==> config.mk <==
export PLATFORM = sky130hd
export DESIGN_NAME = divider
export DESIGN_NICKNAME = d
export VERILOG_FILES = /design/src/rtl/divider.sv
export SDC_FILE = /design/constraint.sdc
export NUM_CORES = 1
export LEC_CHECK = 0
export ABC_AREA = 1
export CAP_MARGIN = 20
export CORE_ASPECT_RATIO = 1.25
export CORE_UTILIZATION = 45
export DETAILED_ROUTE_END_ITERATION = 16
export GPL_ROUTABILITY_DRIVEN = 0
export PLACE_DENSITY = 0.71
export SYNTH_ARGS = -nofsm -noshare
export SYNTH_HDL_FRONTEND = slang
export SYNTH_SLANG_ARGS = --single-unit
==> constraint.sdc <==
create_clock -name clk -period 4.3 [get_ports clk]
set_clock_uncertainty 0.1 [all_clocks]
set_input_delay 0.43 -clock clk [delete_from_list [all_inputs] [get_ports clk]]
set_output_delay 0.43 -clock clk [all_outputs]
set_load 0.02 [all_outputs]
==> src/rtl/divider.sv <==
// Sequential radix-2 restoring divider, signed or unsigned, one quotient bit per cycle.
// Operands and results move through valid/ready handshakes; one operation in flight.
module divider #(
  parameter int unsigned WIDTH_N = 16,
  parameter int unsigned WIDTH_D = 16
) (
  input  logic               clk,
  input  logic               srst,
  input  logic               in_valid,
  output logic               in_ready,
  input  logic               is_signed,
  input  logic [WIDTH_N-1:0] dividend,
  input  logic [WIDTH_D-1:0] divisor,
  output logic               out_valid,
  input  logic               out_ready,
  output logic [WIDTH_N-1:0] quotient,
  output logic [WIDTH_D-1:0] remainder,
  output logic               div_by_zero
);

  localparam int unsigned CW = $clog2(WIDTH_N + 1);

  typedef enum logic [1:0] {
    IDLE,
    CALC,
    FIX,
    DONE
  } state_t;

  state_t             state_q, state_d;
  logic [WIDTH_N-1:0] dvd_q, dvd_d;   // dividend magnitude shifting out, quotient shifting in
  logic [WIDTH_D-1:0] rem_q, rem_d;   // partial remainder
  logic [WIDTH_D-1:0] dsr_q, dsr_d;   // divisor magnitude
  logic [CW-1:0]      cnt_q, cnt_d;
  logic               q_neg_q, q_neg_d;
  logic               r_neg_q, r_neg_d;
  logic               dbz_q, dbz_d;

  logic               in_ready_d;
  logic               out_valid_d;
  logic [WIDTH_N-1:0] quotient_d;
  logic [WIDTH_D-1:0] remainder_d;
  logic               div_by_zero_d;

  logic               a_neg, b_neg;
  logic [WIDTH_N-1:0] a_mag;
  logic [WIDTH_D-1:0] b_mag;
  logic [WIDTH_D:0]   rem_shift;
  logic [WIDTH_D-1:0] trial;
  logic               ge;

  // Operand sign detection and magnitudes at the input port
  always_comb begin
    a_neg = is_signed & dividend[WIDTH_N-1];
    b_neg = is_signed & divisor[WIDTH_D-1];
    a_mag = a_neg ? (~dividend + WIDTH_N'(1)) : dividend;
    b_mag = b_neg ? (~divisor + WIDTH_D'(1)) : divisor;
  end

  // One restoring step; an unsigned compare keeps a zero divisor on the all-ones path
  always_comb begin
    rem_shift = {rem_q, dvd_q[WIDTH_N-1]};
    ge        = (rem_shift >= {1'b0, dsr_q});
    trial     = rem_shift[WIDTH_D-1:0] - dsr_q;
  end

  // Next-state and output logic
  always_comb begin
    state_d       = state_q;
    dvd_d         = dvd_q;
    rem_d         = rem_q;
    dsr_d         = dsr_q;
    cnt_d         = cnt_q;
    q_neg_d       = q_neg_q;
    r_neg_d       = r_neg_q;
    dbz_d         = dbz_q;
    in_ready_d    = in_ready;
    out_valid_d   = out_valid;
    quotient_d    = quotient;
    remainder_d   = remainder;
    div_by_zero_d = div_by_zero;

    case (state_q)
      IDLE: begin
        if (in_valid && in_ready) begin
          dvd_d      = a_mag;
          dsr_d      = b_mag;
          rem_d      = '0;
          q_neg_d    = a_neg ^ b_neg;
          r_neg_d    = a_neg;
          dbz_d      = (divisor == '0);
          cnt_d      = CW'(WIDTH_N);
          in_ready_d = 1'b0;
          state_d    = CALC;
        end
      end
      CALC: begin
        rem_d = ge ? trial : rem_shift[WIDTH_D-1:0];
        dvd_d = {dvd_q[WIDTH_N-2:0], ge};
        cnt_d = cnt_q - CW'(1);
        if (cnt_q == CW'(1)) begin
          state_d = FIX;
        end
      end
      FIX: begin
        if (dbz_q) begin
          quotient_d = '1;
        end else if (q_neg_q) begin
          quotient_d = ~dvd_q + WIDTH_N'(1);
        end else begin
          quotient_d = dvd_q;
        end
        remainder_d   = r_neg_q ? (~rem_q + WIDTH_D'(1)) : rem_q;
        div_by_zero_d = dbz_q;
        out_valid_d   = 1'b1;
        state_d       = DONE;
      end
      DONE: begin
        if (out_valid && out_ready) begin
          out_valid_d = 1'b0;
          in_ready_d  = 1'b1;
          state_d     = IDLE;
        end
      end
      default: begin
        state_d     = IDLE;
        in_ready_d  = 1'b1;
        out_valid_d = 1'b0;
      end
    endcase
  end

  // State, datapath and output registers
  always_ff @(posedge clk) begin
    if (srst) begin
      state_q     <= IDLE;
      dvd_q       <= '0;
      rem_q       <= '0;
      dsr_q       <= '0;
      cnt_q       <= '0;
      q_neg_q     <= 1'b0;
      r_neg_q     <= 1'b0;
      dbz_q       <= 1'b0;
      in_ready    <= 1'b1;
      out_valid   <= 1'b0;
      quotient    <= '0;
      remainder   <= '0;
      div_by_zero <= 1'b0;
    end else begin
      state_q     <= state_d;
      dvd_q       <= dvd_d;
      rem_q       <= rem_d;
      dsr_q       <= dsr_d;
      cnt_q       <= cnt_d;
      q_neg_q     <= q_neg_d;
      r_neg_q     <= r_neg_d;
      dbz_q       <= dbz_d;
      in_ready    <= in_ready_d;
      out_valid   <= out_valid_d;
      quotient    <= quotient_d;
      remainder   <= remainder_d;
      div_by_zero <= div_by_zero_d;
    end
  end

endmodule

==> impl_metrics.toml <==
[cells_and_area]
insertedDiodeCount = 0
drive_gt1_frac = 0.07143
area_growth_pct = 17.53
nNetsFinal = 1109

[worst_setup_path]
cp_data_required_time_ns = 4.49
r2r_start = "state_q[0]"
worstSetupPathType = "reg -> reg"
startpoint = "state_q[0]"
critical_path.max_stage_delay_ns = 0.58
crit_path_frequent_cell = "inv_1"
worst_setup_path_start_kind = "flop"
slowest_stage = "inv_1"
cp.arrival_ns = 2.61
path_max_fanout = 23
critPathCaptureType = "flop"
crit_chain = "inv_1, ha_1, nand3_1, o21ai_1, buf_4, inv_1, nand2_1, a21oi_2"
path_delay_family = "buffers and inverters"
cp_num_buf_inv = 3

[timing]
max_slew_margin = 0.4827
setup_tns_ns = 0
setup_viol = 0
period_share = 0.5612
rsz0062_at_grt = "false"
fin_crit_ns = 2.413
slew_violations = 0
hold_violations = 0
worstMarginPinSlew_ns = 0.7751
max_freq_mhz = 414.4

[min_path]
min_path_type = "reg -> reg"
hold_start = "dvd_q[6]"

[logic_synthesis]
syn_area_um2 = 6316
yosys_warnings = 0
netlist.top_cell.by_area = "dfxtp_1"
synth_flop_cell = "dfxtp_1"
synth_top_cell_area_share = 0.2948
yosysSeqAreaShare = 0.2948
synth_edf_count = 0
synth.distinct_cells = 44
ys_ff_latch = 93
async_flop_share = 0
synth_cells = 989
synth_area_per_cell_um2 = 6.386
synthTopCellsByArea = "dfxtp_1 (29%), nand2_1 (14%), inv_1 (9.3%)"
synth_fp_nets = 1053

[cts]
numCtsBuffers = 9
cts_buffer_depth = 2
cts_resized = 0
htreeDepth = 3
tritoncts = "yes"
clk_root_buffer_cell = "clkbuf_16"
path_clk_slew_ns = 0.07
clock_latency_ns = 0.36
cts_setup_buffers = 0
postCtsHoldBufs = 0
cts.sinks = 93

[global_routing]
grt_pass1_vias = 5782
overflow = 0
grt_start_max_net_pins = 51
track_usage = 0.2334
grt_first_pass_wirelength_mm = 26.71
antenna_found_initial = 0

[detailed_routing]
num_vias = 6250
drc_errors = 0
final_antenna_net_count = 0
avgRoutedWirePerCell_um = 13.21
drt_iter0_markers = 257
viasPerCell = 5.102
totalWireLength_mm = 16.19
dr.pass1.iters = 5

[flow_run]
maxCapViolCount = 0

[placed_design]
portBuffers = 71
dp_hpwl_mm = 12.46

[pwr]
p_leak_nw = 3.400
p_per_area_nw_per_um2 = 952.3
total_power_mw = 7.069
irDropWorstVdd_mv = 0.4793

[floorplan]
ios = 72
die-area_um2 = 14520
coreArea_um2 = 13750
die_y_um = 134.5
start_util = 0.4592
die_w_um = 108.0
rows = 48

[outcome]
outcome = "finished, final reports clean"
stage by stage:
step | hold slack [ns] | cell area [um2] | setup WS, ns | utilization | std cells
4_1_cts | 0.3792 | 7423 | 1.865 | 0.5398 | 1225
3_3_place_gp | 0.3619 | 7139 | 1.787 | 0.5191 | 1209
2_1_floorplan | 0.3463 | 6316 | 2.428 | - | 989
5_1_grt | 0.4068 | 7423 | 1.626 | 0.5398 | 1225
6_report | 0.3719 | 7423 | 1.887 | 0.5398 | 1225
3_5_place_dp | 0.3663 | 7139 | 1.725 | 0.5191 | 1209
sequential cells by signal, indices dropped and copies added (netlist names):
signal and flops:
cnt_q 5, dbz_q 1, div_by_zero 1, dsr_q 16, dvd_q 16, in_ready 1
out_valid 1, q_neg_q 1, quotient 16, r_neg_q 1, rem_q 16, remainder 16
state_q 2
kinds of logic (layout without fill, tap and decap cells):
kind of cell               after synthesis  in the layout  synth area share
DFF                                     93             93            0.2948
AOI/OAI and AO/OA                      191            191            0.1755
buffers and inverters                  202            263            0.1246
adders and majority gates               27             27           0.05467
xor gates and xnor gates                25             25           0.03467
and+or+nand+nor                        451            451            0.3158
power breakdown:
group          internal [mW]  total, mW  switching [mW]
logic                   1.78       4.84            3.06
clock network          0.401      0.776           0.375
registers               1.15       1.45           0.299
cell usage after synthesis, types with 2 or more instances:
master    instances
xor2_1           18
nand4_1          11
dfxtp_1          93
inv_1           156
buf_4             2
nor3_1           10
a21oi_1          60
inv_2            13
nor2_2            2
nand3_1          81
o21ai_0          57
o211ai_1          8
o21ai_1           9
and2_1            2
xnor2_1           7
nor2_1           79
nand2_1         237
buf_2             5
nand3_2           5
buf_6             2
ha_1             26
nor2_4            4
o31ai_1           5
o22ai_1           8
nand3b_1          2
clkbuf_1         22
o221ai_1          9
or2_2             4
nand2_2           8
a31oi_1          22
a21oi_2           9
per-layer routing:
layer | global-route usage | wire length, um
met2 | 0.4310 | 8282
met1 | 0.2632 | 6868
met5 | 0 | 0
met3 | 0.03378 | 515
met4 | 0.09741 | 520
final cells by class:
class / instances / area [um2]
fill: 1369 / 6330
multi-input combinational: 694 / 3670
sequential: 93 / 1862
timing repair buffer: 77 / 750.7
inverter: 170 / 638.1
clock buffer: 9 / 225.2
tap: 175 / 219.0
clock inverter: 7 / 58.81
worst register-to-register path, delay by kind of cell, from the launching register on:
kind,cells,cell delay (ns)
and+or+nand+nor,2,0.48
DFF,1,0.38
buffers and inverters,3,0.87
AOI/OAI and AO/OA,2,0.28
adders and majority gates,1,0.25
worst paths after layout:
path | to | slack, ns | depth (start not counted)
setup / recovery | rem_q[3] | 1.89 | 8
hold / removal | quotient[6] | 0.37 | 2
setup reg to reg | rem_q[3] | 1.89 | 8
hold reg to reg | quotient[6] | 0.37 | 2
placed cells by master (no fill, tap or decap), types with 3 or more instances in the layout:
cell,synthesis,final
nand2_1,237,237
inv_1,156,156
dfxtp_1,93,93
nand3_1,81,81
nor2_1,79,79
clkdlybuf4s50_1,0,70
a21oi_1,60,60
o21ai_0,57,57
ha_1,26,25
a31oi_1,22,22
xor2_1,18,18
inv_2,13,13
nand4_1,11,11
nor3_1,10,10
a21oi_2,9,9
o21ai_1,9,9
o221ai_1,9,9
clkbuf_16,0,9
nand2_2,8,8
o22ai_1,8,8
o211ai_1,8,8
xnor2_1,7,7
buf_4,2,6
nand3_2,5,5
o31ai_1,5,5
nor2_4,4,4
or2_2,4,4
clkinvlp_4,0,3
(Power assumes the default switching activity.)
